**config.mk**
```make
export PLATFORM = sky130hd
export DESIGN_NAME = seg7_scan_display_flat
export DESIGN_NICKNAME = d
export VERILOG_FILES = /design/src/rtl/seg7_scan_display_if.sv /design/src/rtl/seg7_scan_display.sv /design/src/flat_wrapper.sv
export SDC_FILE = /design/constraint.sdc
export NUM_CORES = 1
export LEC_CHECK = 0
export ABC_AREA = 1
export CORE_ASPECT_RATIO = 2
export CORE_MARGIN = 3
export CORE_UTILIZATION = 35
export DETAILED_ROUTE_END_ITERATION = 10
export PLACE_DENSITY_LB_ADDON = 0.08
export SYNTH_ARGS = -nofsm -noshare
export SYNTH_HDL_FRONTEND = slang
export SYNTH_SLANG_ARGS = --single-unit
```
**constraint.sdc**
```tcl
create_clock -name clock_100Mhz -period 1.7 [get_ports clock_100Mhz]
set_input_delay 0.425 -clock clock_100Mhz [delete_from_list [all_inputs] [get_ports clock_100Mhz]]
set_output_delay 0.425 -clock clock_100Mhz [all_outputs]
set_load 0.03 [all_outputs]
```
**src/rtl/seg7_scan_display_if.sv**
```systemverilog
// ---------------------------------------------------------------------------
// seg7_scan_display_if
// Bundles the value/handshake inputs and the display-pin outputs of
// seg7_scan_display.
//   value               binary number to display (IN_WIDTH bits)
//   value_load          capture request, honoured only while busy==0
//   busy                conversion in progress
//   blank_leading_zeros live control: suppress leading zeros
//   dp_mask             live control: bit k lights the dp of digit k
//   overflow            committed value does not fit in NUM_DIGITS digits
//   anode_activate      active-low digit selects, bit k = 10^k digit
//   LED_out             active-low {a,b,c,d,e,f,g,dp}
// master = score/game logic side, slave = the display driver.
// ---------------------------------------------------------------------------
interface seg7_scan_display_if #(
  parameter int NUM_DIGITS = 4,
  parameter int IN_WIDTH   = 16
);
  logic [IN_WIDTH-1:0]   value;
  logic                  value_load;
  logic                  busy;
  logic                  blank_leading_zeros;
  logic [NUM_DIGITS-1:0] dp_mask;
  logic                  overflow;
  logic [NUM_DIGITS-1:0] anode_activate;
  logic [7:0]            LED_out;

  modport master (
    output value, value_load, blank_leading_zeros, dp_mask,
    input  busy, overflow, anode_activate, LED_out
  );

  modport slave (
    input  value, value_load, blank_leading_zeros, dp_mask,
    output busy, overflow, anode_activate, LED_out
  );
endinterface

```
**src/rtl/seg7_scan_display.sv**
```systemverilog
// ---------------------------------------------------------------------------
// seg7_scan_display
// Multiplexed common-anode 7-segment driver. A captured binary value is
// converted to BCD by an iterative double-dabble engine (one bit per clock),
// committed to a display register, and scanned MSD first across NUM_DIGITS
// digits with an all-off blanking window at every digit switch.
// Ports:
//   clock_100Mhz  system clock
//   reset         asynchronous, active-low
//   bus           seg7_scan_display_if.slave (value/load/busy, live display
//                 controls, overflow flag, anode and cathode pins)
// ---------------------------------------------------------------------------
module seg7_scan_display #(
  parameter int NUM_DIGITS   = 4,
  parameter int IN_WIDTH     = 16,
  parameter int REFRESH_DIV  = 262144,
  parameter int BLANK_CYCLES = 1024
) (
  input  logic                clock_100Mhz,
  input  logic                reset,
  seg7_scan_display_if.slave  bus
);

  localparam int CONV_MIN    = IN_WIDTH * 3 / 10 + 1;
  localparam int CONV_DIGITS = (NUM_DIGITS > CONV_MIN) ? NUM_DIGITS : CONV_MIN;
  localparam int BCD_W       = 4 * CONV_DIGITS;
  localparam int DISP_W      = 4 * NUM_DIGITS;
  localparam int CNT_W       = $clog2(IN_WIDTH);
  localparam int PRE_W       = $clog2(REFRESH_DIV);
  localparam int IDX_W       = (NUM_DIGITS > 1) ? $clog2(NUM_DIGITS) : 1;

  localparam logic [CNT_W-1:0] CNT_LAST  = CNT_W'(IN_WIDTH - 1);
  localparam logic [PRE_W-1:0] PRE_LAST  = PRE_W'(REFRESH_DIV - 1);
  localparam logic [PRE_W-1:0] PRE_BLANK = PRE_W'(BLANK_CYCLES);
  localparam logic [IDX_W-1:0] IDX_LAST  = IDX_W'(NUM_DIGITS - 1);

  typedef enum logic [1:0] {S_IDLE, S_SHIFT, S_COMMIT} state_t;

  function automatic logic [6:0] seg_decode(input logic [3:0] d);
    case (d)
      4'd1:    return 7'b1001111;
      4'd2:    return 7'b0010010;
      4'd3:    return 7'b0000110;
      4'd4:    return 7'b1001100;
      4'd5:    return 7'b0100100;
      4'd6:    return 7'b0100000;
      4'd7:    return 7'b0001111;
      4'd8:    return 7'b0000000;
      4'd9:    return 7'b0000100;
      default: return 7'b0000001;
    endcase
  endfunction

  state_t             state_q, state_d;
  logic               load_en, shift_en, commit_en;
  logic [CNT_W-1:0]   bit_cnt_q;
  logic [IN_WIDTH-1:0] bin_sr_q;
  logic [BCD_W-1:0]   bcd_q, bcd_adj, bcd_shift;
  logic [DISP_W-1:0]  disp_q;
  logic               ovf_q;
  logic               high_nz;

  logic [PRE_W-1:0]      pre_q;
  logic [IDX_W-1:0]      idx_q;
  logic [NUM_DIGITS:0]   zero_from;
  logic [3:0]            cur_digit;
  logic [6:0]            seg;
  logic [NUM_DIGITS-1:0] anode_p0, anode_p1;
  logic [7:0]            led_p0, led_p1;

  // Conversion control
  always_ff @(posedge clock_100Mhz or negedge reset) begin
    if (!reset) begin
      state_q   <= S_IDLE;
      bit_cnt_q <= '0;
    end else begin
      state_q <= state_d;
      if (load_en)
        bit_cnt_q <= '0;
      else if (shift_en)
        bit_cnt_q <= bit_cnt_q + 1'b1;
    end
  end

  always_comb begin
    state_d   = state_q;
    load_en   = 1'b0;
    shift_en  = 1'b0;
    commit_en = 1'b0;
    unique case (state_q)
      S_IDLE: begin
        if (bus.value_load) begin
          load_en = 1'b1;
          state_d = S_SHIFT;
        end
      end
      S_SHIFT: begin
        shift_en = 1'b1;
        if (bit_cnt_q == CNT_LAST)
          state_d = S_COMMIT;
      end
      S_COMMIT: begin
        commit_en = 1'b1;
        state_d   = S_IDLE;
      end
      default: state_d = S_IDLE;
    endcase
  end

  // Double-dabble step: correct every nibble >= 5, then shift in the next bit
  always_comb begin
    bcd_adj = bcd_q;
    for (int i = 0; i < CONV_DIGITS; i++) begin
      if (bcd_q[4*i +: 4] >= 4'd5)
        bcd_adj[4*i +: 4] = bcd_q[4*i +: 4] + 4'd3;
    end
  end

  assign bcd_shift = (bcd_adj << 1) | BCD_W'(bin_sr_q[IN_WIDTH-1]);

  always_ff @(posedge clock_100Mhz) begin
    if (load_en) begin
      bin_sr_q <= bus.value;
      bcd_q    <= '0;
    end else if (shift_en) begin
      bin_sr_q <= bin_sr_q << 1;
      bcd_q    <= bcd_shift;
    end
  end

  // Digits beyond the visible ones only exist when the input can exceed them
  if (CONV_DIGITS > NUM_DIGITS) begin : g_high
    assign high_nz = |bcd_q[BCD_W-1:DISP_W];
  end else begin : g_no_high
    assign high_nz = 1'b0;
  end

  // Commit: whole display register replaced in one cycle, so no tearing
  always_ff @(posedge clock_100Mhz or negedge reset) begin
    if (!reset) begin
      disp_q <= '0;
      ovf_q  <= 1'b0;
    end else if (commit_en) begin
      disp_q <= bcd_q[DISP_W-1:0];
      ovf_q  <= high_nz;
    end
  end

  // Scan stage p0: select digit and build pin pattern from prescaler/index
  always_comb begin
    zero_from             = '0;
    zero_from[NUM_DIGITS] = 1'b1;
    for (int k = NUM_DIGITS - 1; k >= 0; k--)
      zero_from[k] = zero_from[k+1] & (disp_q[4*k +: 4] == 4'd0);

    cur_digit = disp_q[idx_q*4 +: 4];
    if (ovf_q)
      seg = 7'b1111110;
    else if (bus.blank_leading_zeros && (idx_q != '0) && zero_from[idx_q])
      seg = 7'b1111111;
    else
      seg = seg_decode(cur_digit);

    anode_p0 = ~(NUM_DIGITS'(1) << idx_q);
    led_p0   = {seg, ~bus.dp_mask[idx_q]};
    if (pre_q < PRE_BLANK) begin
      anode_p0 = '1;
      led_p0   = 8'hFF;
    end
  end

  // Scan stage p1: registered pins; prescaler and MSD-first index advance
  always_ff @(posedge clock_100Mhz or negedge reset) begin
    if (!reset) begin
      pre_q    <= '0;
      idx_q    <= IDX_LAST;
      anode_p1 <= '1;
      led_p1   <= 8'hFF;
    end else begin
      anode_p1 <= anode_p0;
      led_p1   <= led_p0;
      if (pre_q == PRE_LAST) begin
        pre_q <= '0;
        idx_q <= (idx_q == '0) ? IDX_LAST : idx_q - 1'b1;
      end else begin
        pre_q <= pre_q + 1'b1;
      end
    end
  end

  assign bus.busy           = (state_q != S_IDLE);
  assign bus.overflow       = ovf_q;
  assign bus.anode_activate = anode_p1;
  assign bus.LED_out        = led_p1;

endmodule

```
**src/flat_wrapper.sv**
```systemverilog
// flat-port wrapper written by rule: the top's interface ports become plain ports
module seg7_scan_display_flat 
#(
  parameter int NUM_DIGITS   = 4,
  parameter int IN_WIDTH     = 16,
  parameter int REFRESH_DIV  = 262144,
  parameter int BLANK_CYCLES = 1024
)
  (clock_100Mhz, reset, bus_value, bus_value_load, bus_blank_leading_zeros, bus_dp_mask, bus_busy, bus_overflow, bus_anode_activate, bus_LED_out);
  seg7_scan_display_if #(.NUM_DIGITS(NUM_DIGITS), .IN_WIDTH(IN_WIDTH)) bus_i ();
  input  logic clock_100Mhz;
  input  logic reset;
  input wire logic [$bits(bus_i.value)-1:0] bus_value;
  input wire logic [$bits(bus_i.value_load)-1:0] bus_value_load;
  input wire logic [$bits(bus_i.blank_leading_zeros)-1:0] bus_blank_leading_zeros;
  input wire logic [$bits(bus_i.dp_mask)-1:0] bus_dp_mask;
  output wire logic [$bits(bus_i.busy)-1:0] bus_busy;
  output wire logic [$bits(bus_i.overflow)-1:0] bus_overflow;
  output wire logic [$bits(bus_i.anode_activate)-1:0] bus_anode_activate;
  output wire logic [$bits(bus_i.LED_out)-1:0] bus_LED_out;
  assign bus_i.value = bus_value;
  assign bus_i.value_load = bus_value_load;
  assign bus_i.blank_leading_zeros = bus_blank_leading_zeros;
  assign bus_i.dp_mask = bus_dp_mask;
  assign bus_busy = bus_i.busy;
  assign bus_overflow = bus_i.overflow;
  assign bus_anode_activate = bus_i.anode_activate;
  assign bus_LED_out = bus_i.LED_out;
  seg7_scan_display #(.NUM_DIGITS(NUM_DIGITS), .IN_WIDTH(IN_WIDTH), .REFRESH_DIV(REFRESH_DIV), .BLANK_CYCLES(BLANK_CYCLES)) u_core (.clock_100Mhz(clock_100Mhz), .reset(reset), .bus(bus_i));
endmodule
```
==> results.md <==
- Fmax: 0.6020 GHz
- Asr flop ratio synth: 60.44%
- CP Capture Type: output port
- CTS buffer count: 9
- CTS tree: done
- H-tree levels: 3
- RSZ-0062 raised after global routing: true
- Library cells used by synthesis: 31
- DR iter-0 viols: 106
- Wire per inst: 12.96 um
- CTS max path bufs: 2
- Placer Congestion: 0.7905
- WP data arrival: 1240 ps
- Rows: 58
- Synth Cell Area: 0.004507 mm^2
- EDFF count, synth: 16
- Critical-path cell with the highest stage delay: dfstp_2
- Top FF cell, synth: dfrtp_1
- Dominant cells by area after synthesis: dfrtp_1 23%, nand2_1 13%, edfxtp_1 11%
- Final Max Tran Viols: 0
- Worst vdd rail ir drop: 0.8181 mV
- Largest delay share family, worst path: flip-flops
- Min-Delay Path Class: flop to flop
- Vias per cell: 4.760
- Total number of vias: 3651
- DRT Pass-1 Iters: 4
- WS Path Type: flop to output port
- Share of layout cells above drive strength 1: 11.51%
- Syn. warnings: 0
- Fin crit share: 97.72%
- Vias in the first global route: 3665
- Die Area: 0.01436 mm^2
- CP Max Fanout: 1
- Count leader, synth: nand2_1
- Number of synthesized register bits: 91
- IO Port Bufs: 37
- # DRC: 0
- Die Ht: 166.5 um
- Syn_nets: 593
- I/O Pins: 38
- Die W: 86.24 um
- Setup violators final: 0
- Crit-path cells: dlygate4sd2_1
- Antenna Cells: 0
- Final setup skew: 7.620 ps
- Worst endpoint required time: 1270 ps
- Slew HR: 65.62%
- Clk_lat worst skew: 340 ps
- LEAKAGE: 2.579 nW
- Syn Inst Count: 548
- Final Hold Fails: 0
- Antenna violations before repair: 0
- Starting Density: 35.90%
- Mapped Avg Cell Area: 8.224 um^2
- Place WS: 11.70 ps
- Drt total wl: 9941 um
- Core Area: 0.01255 mm^2
- Bufs and invs on worst path: 1
- Largest net degree at the start of global routing: 42
- Post-synth top cells: 161 x nand2_1, 60 x o21ai_0, 59 x inv_1
- Post-synth top area share: 22.77%
- Clock slew at reported path FFs: 70 ps
- Minimum clock period: 1661 ps
- First-pass GRT wire length: 16700 um
- Status: finished, final reports clean
- Area growth syn-to-layout: 22.49%
- Fin worst setup slack: 38.77 ps
- Max Cap Viol: 0
- Cell type with the largest total area after synthesis: dfrtp_1
- Post-DP HPWL: 7573 um
- Clock sinks: 91
- Setup TNS: 0 ps
- PD cells: 1434 mW/mm^2
- GR Overflow Total: 0
- Root Buffer: clkbuf_16
- ANT nets after route: 0
- Nets: 657
- Worst-margin pin slew: 515.1 ps
- Seq/Total Area, Yosys: 50.47%
- GRT Total Usage: 14.63%
- Crit start category: flop
- Crit-path max cell delay: 510 ps
==> state kept, by name (all words and copies together) (netlist names) <==
| name | count |
|---|---|
| u_core.bcd_q | 20 |
| u_core.pre_q | 18 |
| u_core.bin_sr_q | 16 |
| u_core.disp_q | 16 |
| u_core.bus.LED_out | 8 |
| u_core.bit_cnt_q | 4 |
| u_core.bus.anode_activate | 4 |
| u_core.idx_q | 2 |
| u_core.state_q | 2 |
| u_core.bus.overflow | 1 |
==> layer usage <==
metal  global-route usage (%)  vias to the layer above  share of wire [%]
met2                    27.29                       67                 55
met1                    15.05                     1683                 38
met5                        0                        -                  0
met3                    2.178                       23                2.7
li1                         -                     1878                  -
met4                    7.938                        0                3.6
==> per-stage QoR <==
| step | area, um^2 | instances | hold WS, ps | power, mW | util, % |
|---|---|---|---|---|---|
| 2_1_floorplan | 4507 | 548 | 129.4 | 5.102 | - |
| 3_3_place_gp | 5216 | 749 | 354.9 | 5.974 | 41.55 |
| 3_5_place_dp | 5216 | 749 | 359.5 | 6.037 | 41.55 |
| 4_1_cts | 5498 | 766 | 481.3 | 8.022 | 43.79 |
| 5_1_grt | 5520 | 767 | 511.8 | 8.592 | 43.97 |
| 6_report | 5520 | 767 | 475.6 | 7.916 | 43.97 |
==> cells in the final DEF (no fill, tap or decap), drive strengths merged, types with 15 or more instances in the layout <==
cell	n
a21oi	18
buf	29
clkbuf	15
clkdlybuf4s50	22
dfrtp	41
dfxtp	20
edfxtp	16
ha	21
inv	61
nand2	164
nand3	36
nor2	53
o21ai	62
==> worst paths after layout <==
path                                  startpoint                    end  slack, ps  cells after the start
setup / recovery           u_core.bus.LED_out[0]         bus_LED_out[0]         40                      1
hold / removal               u_core.bin_sr_q[15]        u_core.bcd_q[0]        480                      2
setup reg to reg                 u_core.idx_q[0]  u_core.bus.LED_out[6]        110                      7
hold reg to reg              u_core.bin_sr_q[15]        u_core.bcd_q[0]        480                      2
max in group asynchronous                  reset        u_core.idx_q[0]        570                      3
min in group asynchronous                  reset        u_core.pre_q[6]        530                      2
==> kinds of logic after synthesis <==
kind of cell	count (synthesis)	synth area share (%)
buf+inv	74	6.663
flops	91	50.47
compound gates	87	10.13
fa+ha+maj	21	5.830
simple gates	259	23.79
xor+xnor	16	3.110
==> power by group <==
| group | internal, mW | switching, mW | total (mW) | leakage [nW] |
|---|---|---|---|---|
| Clock | 1.13 | 0.826 | 1.95 | 0.135 |
| Combinational | 1.02 | 1.56 | 2.58 | 1.46 |
| Sequential | 2.96 | 0.423 | 3.38 | 0.979 |
==> repair_timing <==
item                                    4_1_cts  5_1_grt
setup buffers                                 0        1
hold buffers                                  1        0
pin swaps                                     0        0
endpoints found under the hold margin        11        0
endpoints found under the setup margin       14        9
gates resized for setup                      16        7
==> cell type report <==
type,instances,area (um^2)
clock inverter,1,7.507
fill,1283,7034
timing repair buffer,66,596.8
tap,150,187.7
sequential,91,2275
multi-input combinational,383,1946
inverter,61,229.0
clock buffer,15,279.0
==> worst register-to-register path, delay by kind of cell, from the launching register on <==
kind	cells	cell delay (ps)
AND/OR/NAND/NOR	4	300
flip-flops	1	580
buffers and inverters	1	150
AO/OA/AOI/OAI	1	200
adder cells (fa/ha/maj)	1	270
Note: power is estimated with default switching activity, not from simulation.
